$ cat config.mk
export PLATFORM = sky130hd
export DESIGN_NAME = instr_fetch
export DESIGN_NICKNAME = d
export VERILOG_FILES = /design/src/rtl/rv32i_pkg.sv /design/src/rtl/fetch_buf.sv /design/src/rtl/instr_fetch.sv
export SDC_FILE = /design/constraint.sdc
export NUM_CORES = 1
export LEC_CHECK = 0
export BUFFER_PORTS_ARGS = -buffer_cell sky130_fd_sc_hd__clkbuf_2
export CORE_MARGIN = 2
export CORE_UTILIZATION = 45
export CTS_CLUSTER_SIZE = 30
export DETAILED_ROUTE_END_ITERATION = 10
export GPL_ROUTABILITY_DRIVEN = 0
export PLACE_DENSITY = 0.73
export SLEW_MARGIN = 10
export SYNTH_ARGS = -nofsm -noshare
export SYNTH_HDL_FRONTEND = slang
export SYNTH_SLANG_ARGS = --single-unit
export TNS_END_PERCENT = 20
$ cat constraint.sdc
create_clock -name clk -period 4.4 [get_ports clk]
set_input_delay 0.88 -clock clk [delete_from_list [all_inputs] [get_ports clk]]
set_output_delay 0.88 -clock clk [all_outputs]
set_load 0.05 [all_outputs]
$ cat src/rtl/rv32i_pkg.sv
// Shared definitions for the RV32I fetch stage.
//   fetch_state_t  : fetch FSM states (IDLE, RUN, FAULT)
//   NOP_INSTR      : canonical RV32I NOP (addi x0, x0, 0), used as reset payload
//   word_ofs_w()   : width of a word offset into an instruction memory of a given depth
package rv32i_pkg;

  typedef enum logic [1:0] {
    ST_IDLE  = 2'd0,
    ST_RUN   = 2'd1,
    ST_FAULT = 2'd2
  } fetch_state_t;

  localparam logic [31:0] NOP_INSTR         = 32'h0000_0013;
  localparam int          DEFAULT_MEM_DEPTH = 1024;
  localparam int          WORD_OFS_W        = $clog2(DEFAULT_MEM_DEPTH);

  // Word-offset width for a memory of 'depth' words; never narrower than one bit
  // so slices built from it stay legal for degenerate depths.
  function automatic int word_ofs_w(input int depth);
    return (depth > 1) ? $clog2(depth) : 1;
  endfunction

endpackage

$ cat src/rtl/fetch_buf.sv
// One-entry pipeline register between fetch and decode.
//   clk, rst             : clock, asynchronous active-high reset
//   flush                : drop the held entry (takes priority over a load)
//   in_valid / in_ready  : upstream load request / register can accept this cycle
//   in_pc, in_instr      : payload to capture
//   out_valid / out_ready: downstream handshake; transfer = out_valid & out_ready
//   out_pc, out_instr    : held payload, stable while out_valid & !out_ready
//   transfer             : a downstream transfer completes this cycle
module fetch_buf
  import rv32i_pkg::*;
(
  input  logic        clk,
  input  logic        rst,
  input  logic        flush,
  input  logic        in_valid,
  output logic        in_ready,
  input  logic [31:0] in_pc,
  input  logic [31:0] in_instr,
  output logic        out_valid,
  input  logic        out_ready,
  output logic [31:0] out_pc,
  output logic [31:0] out_instr,
  output logic        transfer
);

  logic        valid_q;
  logic [31:0] pc_q;
  logic [31:0] instr_q;

  assign transfer  = valid_q & out_ready;
  // Accept a new entry when empty or when the current one leaves this cycle.
  assign in_ready  = ~valid_q | out_ready;
  assign out_valid = valid_q;
  assign out_pc    = pc_q;
  assign out_instr = instr_q;

  // NOTE: sequential state uses non-blocking assignments so every register
  // samples the pre-edge values; blocking here would create order-dependent races.
  always_ff @(posedge clk or posedge rst) begin
    if (rst) begin
      valid_q <= 1'b0;
      pc_q    <= 32'h0;
      instr_q <= NOP_INSTR;
    end else if (flush) begin
      // Payload is left as-is; only the valid bit matters once flushed.
      valid_q <= 1'b0;
    end else if (in_valid && in_ready) begin
      valid_q <= 1'b1;
      pc_q    <= in_pc;
      instr_q <= in_instr;
    end else if (out_ready) begin
      valid_q <= 1'b0;
    end
  end

endmodule

$ cat src/rtl/instr_fetch.sv
// RV32I instruction fetch stage with combinational instruction memory.
//   clk, rst         : clock, asynchronous active-high reset
//   start            : level; moves the FSM from IDLE to RUN
//   imem_addr        : byte address presented to instruction memory (= pc)
//   imem_instr       : instruction word for imem_addr, same cycle
//   redirect_valid   : taken branch/jump this cycle (honoured only in RUN)
//   redirect_pc      : redirect target byte address
//   out_valid/ready  : handshake towards decode
//   out_pc, out_instr: fetched instruction and its address
//   fault            : sticky fault (misaligned redirect or out-of-range fetch)
//   fetch_count      : number of completed transfers to decode
module instr_fetch
  import rv32i_pkg::*;
#(
  parameter logic [31:0] RESET_PC  = 32'h0000_0000,
  parameter int          MEM_DEPTH = DEFAULT_MEM_DEPTH
) (
  input  logic        clk,
  input  logic        rst,
  input  logic        start,
  output logic [31:0] imem_addr,
  input  logic [31:0] imem_instr,
  input  logic        redirect_valid,
  input  logic [31:0] redirect_pc,
  output logic        out_valid,
  input  logic        out_ready,
  output logic [31:0] out_pc,
  output logic [31:0] out_instr,
  output logic        fault,
  output logic [31:0] fetch_count
);

  localparam int OFS_W = word_ofs_w(MEM_DEPTH);

  fetch_state_t state_q, state_d;
  logic [31:0]  pc_q, pc_d;
  logic         load;
  logic         flush;
  logic         buf_ready;
  logic         transfer;
  logic         in_range;
  logic [29:0]  word_idx;
  logic [OFS_W-1:0] word_ofs;

  assign imem_addr = pc_q;
  assign fault     = (state_q == ST_FAULT);

  // Range check split into "no bits above the offset field" and "offset below
  // depth", which also covers non-power-of-two depths.
  assign word_idx = pc_q[31:2];
  assign word_ofs = word_idx[OFS_W-1:0];
  assign in_range = ((word_idx >> OFS_W) == 30'd0) &&
                    ({{(32-OFS_W){1'b0}}, word_ofs} < 32'(MEM_DEPTH));

  always_ff @(posedge clk or posedge rst) begin
    if (rst) begin
      state_q <= ST_IDLE;
      pc_q    <= RESET_PC;
    end else begin
      state_q <= state_d;
      pc_q    <= pc_d;
    end
  end

  // NOTE: every signal driven here gets a default first, so no path leaves
  // one unassigned and no latch is inferred.
  always_comb begin
    state_d = state_q;
    pc_d    = pc_q;
    load    = 1'b0;
    flush   = 1'b0;
    unique case (state_q)
      ST_IDLE: begin
        if (start) state_d = ST_RUN;
      end
      ST_RUN: begin
        if (redirect_valid) begin
          // Target is captured even when misaligned so pc freezes on the
          // offending address; no fetch is latched this cycle.
          flush = 1'b1;
          pc_d  = redirect_pc;
          if (redirect_pc[1:0] != 2'b00) state_d = ST_FAULT;
        end else if (buf_ready) begin
          if (!in_range) begin
            flush   = 1'b1;
            state_d = ST_FAULT;
          end else begin
            load = 1'b1;
            pc_d = pc_q + 32'd4;
          end
        end
      end
      ST_FAULT: begin
        flush = 1'b1;
      end
      default: begin
        state_d = ST_IDLE;
      end
    endcase
  end

  // A transfer in the same cycle as a flush still completes and is counted.
  always_ff @(posedge clk or posedge rst) begin
    if (rst) begin
      fetch_count <= 32'h0;
    end else if (transfer && state_q != ST_FAULT) begin
      fetch_count <= fetch_count + 32'd1;
    end
  end

  fetch_buf u_fetch_buf (
    .clk       (clk),
    .rst       (rst),
    .flush     (flush),
    .in_valid  (load),
    .in_ready  (buf_ready),
    .in_pc     (pc_q),
    .in_instr  (imem_instr),
    .out_valid (out_valid),
    .out_ready (out_ready),
    .out_pc    (out_pc),
    .out_instr (out_instr),
    .transfer  (transfer)
  );

endmodule

==> metrics.txt, run 1 <==
run status=completed; FMAX=364 MHz; Starting Density=a little under half; Antenna Violating Nets Remaining=0; Synth area leader=dfrtp_1; Total Wirelength=12,800 um; Vias/cell=just over 5; final core utilization=60.3%; Skew-Pair Late Insertion Delay=0.42 ns; Post-DP HPWL=roughly 9000 um; DIE HEIGHT=roughly 120 um; Setup TNS=0 ns; Yosys cell types=49; largest net degree at the start of global routing=approximately 70; xor/xnor share of the synthesized area=4.89%; diodes inserted=0; YS warnings=0; largest family of logic cells by synthesized area=simple AND/OR/NAND/NOR gates; CTS Sinks=131; die area=13,200 sq um; I/O pin total=199; Critical Path Source=imem_addr[12]$_DFFE_PP0P_; mux contribution to synthesized area=between 10% and 20%; Global Route Usage Sum=20.3%; port bufs=~200; PwrDens=about 560 nW/um^2; number of H-tree levels=4; worst-path maximum fanout=45; asr flop ratio synth=100%; min cycle time layout=~2.7 ns; Area growth syn-to-layout=30.3%; initial antenna violation count=0; HP Class=reg -> reg; setup slack after layout=1.65 ns; routed wl met2=6200 um; clock root cell=clkbuf_16; routed via count=around 4,300; pre-CTS setup slack=1.26 ns; Post-route DRC=0; Main synth FF type=dfrtp_1; RSZ-0062 raised after global routing=no; Post-CTS Setup Repair Bufs=0; crit path kind=reg -> reg; dominant cells by area after synthesis=dfrtp_1 (58%), mux2_1 (8.9%), nand2_1 (4.1%); routed len/inst=~15 um; Max clock buf depth=2; relative slew slack=26.1%; top cell type's share of synthesized area=57.7%; Fin. Hold Viols=0; Setup crit end kind=register; most common cell after layout, fill and taps aside=clkbuf_2; Post-Synth Simple-Gate Area=about 16%; Final Power=slightly above 4 mW; cts hold-fix bufs=0; post-CTS resize count=0; synthesized area=roughly 5600 sq um; vias in the first global route=4,200; Seq/Total Area, Yosys=a little under 60%; compound-gate portion of the synthesized area=6.01%; hold_ws=about 0.47 ns; core area=12,000 sq um; total of fill cells in the finished design=1,009; die extent in x=115 um; met3 WL post-DR=874 um; Row Count=40; commonest cells after routing, fill and taps aside=clkbuf_2 (198), dfrtp_1 (128), nand2_1 (60); Setup Skew=about 0.0066 ns; fraction of layout cells with a size suffix above 1=35.1%; Max-Cap Viols=0; number of enable flip-flop cells after synthesis=0; setup violators final=0; Pleak=~3.9 nW; Post-Synth Adder-Cell Area=1.13%; maximum vdd drop=0.000517 V; post-synthesis register bit count=131; Final Cycle Share=62.5%; max-slew violation count=0; Worst Setup Start Kind=register; Mapped Cells=between 400 and 500; Syn Nets=546; Worst-Margin Slew=1.11 ns; TritonCTS clock tree=yes; worst reg2reg path startpoint=imem_addr[12]$_DFFE_PP0P_; wire length on met1=5470 um; top layer in use=met4; Mean Syn Cell Area=11.8 sq um; clock buffer count from CTS=17; Initial DRC Count=312; Clock transition at path regs=0.06 ns; CP arrival=3.04 ns; first-pass GRT wire length=20,900 um; GR Overflow Total=0; CP required=4.69 ns; drt pass-1 iters=4; Final nets=about 750; hold path start=fetch_count[31]$_DFFE_PP0P_
-- state kept, by name, indices dropped and copies added (netlist names) --
register,flops
state_q,2
fetch_count,32
u_fetch_buf.out_instr,32
u_fetch_buf.out_pc,32
imem_addr,32
u_fetch_buf.out_valid,1
-- power by group --
group | total, mW | leakage [nW] | switching, mW | internal (mW)
Sequential | 1.58 | 1.73 | 0.213 | 1.36
Clock | 1.37 | 0.283 | 0.497 | 0.874
Combinational | 1.12 | 1.87 | 0.838 | 0.284
-- critical path, stage by stage, from the launching register on --
cell	delay, ns
dfrtp_1	0.43
nor4_1	0.32
nand3_1	0.21
nor2_1	0.19
and4_2	0.99
buf_4	0.39
nor2b_1	0.08
-- final timing paths --
check                                                            end  slack, ns  cells after the start
worst max register to register    u_fetch_buf.out_pc[15]$_DFFE_PP0P_       1.65                      6
min in group asynchronous                fetch_count[20]$_DFFE_PP0P_       0.61                      2
worst max-delay path              u_fetch_buf.out_pc[15]$_DFFE_PP0P_       1.65                      6
worst min register to register           fetch_count[31]$_DFFE_PP0P_       0.47                      1
worst min-delay path                     fetch_count[31]$_DFFE_PP0P_       0.47                      1
max in group asynchronous       u_fetch_buf.out_instr[0]$_DFFE_PP1P_       2.91                      3
-- per-layer routing --
layer / GRT usage (%) / vias up
met5: 0 / -
li1: - / 2044
met1: 25.9 / 2078
met3: 6.27 / 25
met4: 9.56 / 0
met2: 31.8 / 156
-- cell type report --
type / count / area, sq um / share of cell area, %
clock buffer: 23 / 478 / 6.60
clock inverter: 9 / 104 / 1.43
inverter: 9 / 36.3 / 0.501
multi-input combinational: 314 / 2130 / 29.5
sequential: 131 / 3280 / 45.3
tap: 147 / 184 / 2.54
timing repair buffer: 200 / 1020 / 14.1
-- cells in the mapped netlist, types with 6 or more instances --
library cell and count:
nand2_1 60, nor2b_1 21, o21ai_0 8, dfrtp_1 128, mux2_1 44, a21oi_1 15
clkbuf_1 8, xor2_1 6, nand3_1 18, nor4_1 7, xnor2_1 25, nor2_1 28
nand4_1 16, inv_1 9
-- logic make-up after synthesis --
logic type / Yosys count
adder cells (fa/ha/maj): 5
flip-flops: 131
buffers and inverters: 27
XOR/XNOR: 31
AO/OA/AOI/OAI: 51
AND/OR/NAND/NOR: 176
multiplexers: 51
-- metrics by stage --
stage	cell area, sq um	cells
final	7240	833
after CTS	7240	833
after global placement	6660	801
after detailed placement	6660	801
after global routing	7240	833
after floorplan	5550	472
Power figures use the tool's default switching activity.
==> run 2: changes to the inputs <==
Settings changed: ABC_AREA set to 1, CORE_UTILIZATION 45 to 47, PLACE_DENSITY 0.73 to 0.74.
Clock period 4.4 ns to 2.2 ns, I/O delays scaled along.
==> run 2 against run 1 <==
- highest routed layer unchanged
- sequential cell count unchanged
- clock skew increased by 0.0030 ns
- largest cell class unchanged
- area after synthesis increased by 20%
- sequential power increased by 100%
- die area increased by 14%
- design area increased by 16%
- largest power group is now combinational cells
- core utilization increased by 0.44 points
==> metrics.txt, run 2 <==
area post-placement=between 7000 and 8000 sq um; Row Count=43; worst-path maximum fanout=45; PwrDens=1120 nW/um^2; final core utilization=about three fifths; met1 GRT Util=31.7%; pre-CTS setup slack=0.196 ns; Post-Synth Simple-Gate Area=30.1%; Global Route Usage Sum=a little under a quarter; Mapped Cells=828; Setup Skew=0.00957 ns; Post-route DRC=0; max-slew violation count=0; first-pass GRT wire length=approximately 28,000 um; drt pass-1 iters=4; crit path kind=reg -> reg; Max clock buf depth=2; I/O pin total=199; GR Overflow Total=0; met3 usage=5.72%; Final nets=1,103; HP Class=in -> async; xor/xnor share of the synthesized area=under 10%; diodes inserted=0; Starting Density=48.0%; Reg power frac=33.9%; grt met2 use=37.6%; Final Cycle Share=88.5%; min cycle time layout=1.95 ns; asr flop ratio synth=100%; largest family of logic cells by synthesized area=simple AND/OR/NAND/NOR gates; clock share of power=~30%; fraction of layout cells with a size suffix above 1=about 25%; Synth area leader=dfrtp_1; Main synth FF type=dfrtp_1; Fin. Hold Viols=0; Post-DP HPWL=12,500 um; Setup crit end kind=register; routed len/inst=14.3 um; cts hold-fix bufs=0; commonest cells after routing, fill and taps aside=nand2_1 (240), clkbuf_2 (198), dfrtp_1 (128); CP arrival=2.25 ns; top cell type's share of synthesized area=between 40% and 50%; largest net degree at the start of global routing=~130; Mean Syn Cell Area=8.02 sq um; compound-gate portion of the synthesized area=8.10%; Clock transition at path regs=0.06 ns; combinational power share=35.4%; Commonest cells post-synth=nand2_1 (240), dfrtp_1 (128), nor2_1 (91); Post-Synth Adder-Cell Area=0.942%; Worst Setup Start Kind=register; Pleak=4.46 nW; core area=13,800 sq um; Area growth syn-to-layout=26.4%; CP required=2.51 ns; Seq/Total Area, Yosys=49.4%; RSZ-0062 raised after global routing=no; YS warnings=0; finished layout cell area=about 8400 sq um; Syn Nets=902; CTS Sinks=between 100 and 150; vias in the first global route=5,765; synthesized area=6640 sq um; Vias/cell=5.08; setup slack after layout=0.252 ns; port bufs=198; setup violators final=0; run status=completed; initial antenna violation count=0; Antenna Violating Nets Remaining=0; dominant cells by area after synthesis=dfrtp_1 (48%), nand2_1 (14%), nand3_1 (6.4%); Critical Path Source=imem_addr[24]$_DFFE_PP0P_; die area=15,100 sq um; number of enable flip-flop cells after synthesis=0; Yosys cell types=34; number of H-tree levels=4; post-synthesis register bit count=131; Final Power=around 9.4 mW; Sw Ratio=approximately 43%; mux contribution to synthesized area=0%; most common cell after layout, fill and taps aside=nand2_1; internal power=5.41 mW; clock root cell=clkbuf_16; Initial DRC Count=499; Setup TNS=0 ns; layer with the highest usage=met2; clock buffer count from CTS=17; relative slew slack=between 50% and 60%; FMAX=about 510 MHz; most frequent cell after synthesis=nand2_1; Max-Cap Viols=0; DIE HEIGHT=123 um; TritonCTS clock tree=yes; Skew-Pair Late Insertion Delay=0.42 ns; Switch Pwr=4.01 mW; Total Wirelength=17,500 um; worst reg2reg path startpoint=imem_addr[24]$_DFFE_PP0P_; routed via count=6,205; maximum vdd drop=0.000777 V; Worst-Margin Slew=roughly 0.72 ns; die extent in x=123 um
-- run 2: layout make-up --
class | instances | area, sq um
inverter | 78 | 297
tap | 180 | 225
fill | 1222 | 5440
multi-input combinational | 590 | 2840
timing repair buffer | 211 | 1140
clock buffer | 23 | 478
clock inverter | 9 | 128
sequential | 131 | 3280
-- run 2: through the flow --
| step | hold WS, ns | instances |
|---|---|---|
| after CTS | 0.213 | 1221 |
| after floorplan | 0.550 | 828 |
| final | 0.199 | 1222 |
| after global placement | 0.453 | 1189 |
| after detailed placement | 0.458 | 1189 |
| after global routing | 0.220 | 1222 |
-- run 2: kinds of logic after synthesis --
| kind of cell | Yosys count |
|---|---|
| AOI/OAI and AO/OA | 91 |
| xor gates and xnor gates | 27 |
| adders and majority gates | 5 |
| buffers and inverters | 107 |
| DFF | 131 |
| and+or+nand+nor | 467 |
-- run 2: worst paths after layout --
check / end / slack [ns] / depth (start not counted)
setup / recovery: u_fetch_buf.out_instr[24]$_DFFE_PP0P_ / 0.25 / 11
hold / removal: u_fetch_buf.out_pc[22]$_DFFE_PP0P_ / 0.20 / 3
setup reg to reg: u_fetch_buf.out_instr[24]$_DFFE_PP0P_ / 0.25 / 11
hold reg to reg: fetch_count[31]$_DFFE_PP0P_ / 0.46 / 1
max in group asynchronous: u_fetch_buf.out_pc[23]$_DFFE_PP0P_ / 1.45 / 3
min in group clk: u_fetch_buf.out_instr[0]$_DFFE_PP1P_ / 0.22 / 3
-- run 2: per-layer routing --
| layer | routed length [um] | vias up |
|---|---|---|
| met4 | 351 | 0 |
| met3 | 1330 | 28 |
| met2 | 8200 | 250 |
| met5 | 0 | - |
| li1 | - | 3081 |
| met1 | 7580 | 2846 |
-- run 2: power by group through the flow --
stage,Sequential (mW),Clock [mW],Combinational (mW)
after floorplan,4.19,0,1.53
after global placement,3.22,0,3.31
after detailed placement,3.23,0,3.32
after CTS,3.19,2.92,3.35
after global routing,3.25,3.04,3.63
final,3.20,2.89,3.34
-- run 2: what timing repair did --
action                                  4_1_cts  5_1_grt
gates resized for setup                       0        2
endpoints found under the setup margin        0        1
setup buffers                                 0        1
-- run 2: critical path, stage by stage, from the launching register on --
cell     delay [ns]
dfrtp_1        0.40
inv_1          0.13
nand2_1        0.06
nor2_1         0.25
nand3_2        0.17
nand3_1        0.10
nand3_1        0.08
nand2_2        0.12
nand2_2        0.05
buf_4          0.27
nand2_1        0.12
nand2_1        0.05
==> run 3: changes to the inputs <==
Settings changed: ABC_AREA 1 to not set, CORE_UTILIZATION 47 to 45, PLACE_DENSITY 0.74 to 0.73.
==> run 3 against run 2 <==
- core utilization up 1.5 points
- largest cell class unchanged
- die area decreased by 12%
- critical path type unchanged
- sequential cell count unchanged
- worst hold slack worse by 0.060 ns
==> metrics.txt, run 3 (synthesis gave the netlist of run 1 again) <==
TritonCTS clock tree=yes; critical path, cell by cell=nor4_2, nand3_1, nor2_1, and4_4, buf_4, mux2_1; Global Route Usage Sum=21.1%; crit path kind=reg -> reg; Max-Cap Viols=0; final core utilization=between 60% and 70%; Setup TNS=0 ns; Pleak=around 4.0 nW; Skew-Pair Late Insertion Delay=0.41 ns; routed via count=4,468; Crit-path slowest cell=dfrtp_1; Setup Skew=0.00887 ns; routed len/inst=16.0 um; diodes inserted=0; RSZ-0062 raised after global routing=yes; Final nets=between 700 and 800; setup violators final=0; DIE HEIGHT=115 um; Post-route DRC=0; initial antenna violation count=0; first-pass GRT wire length=21,900 um; maximum vdd drop=0.000972 V; Starting Density=46.2%; cts hold-fix bufs=0; PwrDens=1130 nW/um^2; Vias/cell=5.26; clock root cell=clkbuf_16; Max clock buf depth=2; die extent in x=115 um; Worst-Margin Slew=0.576 ns; CP arrival=2.41 ns; Initial DRC Count=280; slowest stage delay, CP=~0.43 ns; drt pass-1 iters=4; non-filler instance count after layout=850; max-slew violation count=0; core area=12,000 sq um; relative slew slack=61.6%; fraction of layout cells with a size suffix above 1=a little under two fifths; Post-DP HPWL=9780 um; hold_ws=0.139 ns; min cycle time layout=2.13 ns; run status=completed; largest net degree at the start of global routing=67; FMAX=around 470 MHz; GR Overflow Total=0; Worst Setup Start Kind=register; CTS Sinks=131; HP Class=in -> async; die area=13,200 sq um; Row Count=40; commonest cells after routing, fill and taps aside=clkbuf_2 (198), dfrtp_1 (128), nand2_1 (60); vias in the first global route=between 4,000 and 5,000; CP required=approximately 2.5 ns; Fin. Hold Viols=0; Final Cycle Share=a little over nine tenths; Inst Count DP=816; Clock transition at path regs=0.06 ns; most common cell after layout, fill and taps aside=clkbuf_2; number of H-tree levels=4; Setup crit end kind=register; port bufs=198; I/O pin total=199; Area growth syn-to-layout=34.6%; worst-path maximum fanout=8; Antenna Violating Nets Remaining=0; Total Wirelength=around 14,000 um; clock buffer count from CTS=17
[run 3: changes by cell type in the layout (fill, tap and decap cells not counted), sizes merged, moves of 19 or more]
cell and change:
a21boi -19, inv -69, mux2 +46, nand2 -182, nand3 -69, nor2 -69
nor2b +21, nor3 -22, o21ai -24
[run 3: area by class of cell]
cell class / count / area (sq um)
fillers: 968 / 4540
flip-flops and latches: 131 / 3280
multi-input cells: 314 / 2160
repair buffers: 217 / 1190
clock buffers: 22 / 464
well taps: 147 / 184
clock inverters: 10 / 155
inverters: 9 / 37.5
[run 3: report_power, final]
part / switching (mW) / internal, mW
Clock: 1.00 / 1.95
Combinational: 1.74 / 0.647
Sequential: 0.411 / 2.72
[run 3: repair_timing]
item	in CTS	in global routing
resized for setup	2	4
setup endpoints to repair	33	69
cloned	0	1
pin swaps	0	3
buffers inserted	0	1
endpoints found under the hold margin	0	0
[run 3: per-stage QoR]
stage | instance area, sq um | setup slack (ns) | power [mW]
3_3_place_gp | 6790 | 0.106 | 5.47
3_5_place_dp | 6790 | -0.0320 | 5.55
4_1_cts | 7430 | 0.0412 | 8.52
5_1_grt | 7480 | -0.0308 | 8.83
6_report | 7480 | 0.0729 | 8.47
2_1_floorplan | 5560 | -0.0570 | 4.79
[run 3: worst max-delay path, delay by kind of cell (launching register included)]
| kind | cells | cell delay [ns] |
|---|---|---|
| simple gates | 4 | 1.02 |
| flops | 1 | 0.43 |
| mux | 1 | 0.34 |
| buf+inv | 1 | 0.21 |
[run 3: layer usage]
| layer | track usage (%) | share of wire, % | vias up |
|---|---|---|---|
| met1 | 25.1 | 41 | 2182 |
| met2 | 35.7 | 50 | 180 |
| li1 | - | - | 2078 |
| met3 | 5.85 | 6.7 | 28 |
| met4 | 9.56 | 2.3 | 0 |
| met5 | 0 | 0 | - |
[run 3: final timing paths]
path | end | depth (start not counted) | startpoint | slack [ns]
hold reg to reg | fetch_count[31]$_DFFE_PP0P_ | 1 | fetch_count[31]$_DFFE_PP0P_ | 0.47
setup reg to reg | u_fetch_buf.out_instr[15]$_DFFE_PP0P_ | 6 | imem_addr[13]$_DFFE_PP0P_ | 0.07
hold / removal | u_fetch_buf.out_instr[15]$_DFFE_PP0P_ | 3 | rst | 0.14
max in group asynchronous | u_fetch_buf.out_instr[1]$_DFFE_PP1P_ | 3 | rst | 1.73
setup / recovery | u_fetch_buf.out_instr[15]$_DFFE_PP0P_ | 6 | imem_addr[13]$_DFFE_PP0P_ | 0.07
min in group clk | imem_addr[23]$_DFFE_PP0P_ | 3 | redirect_pc[23] | 0.22
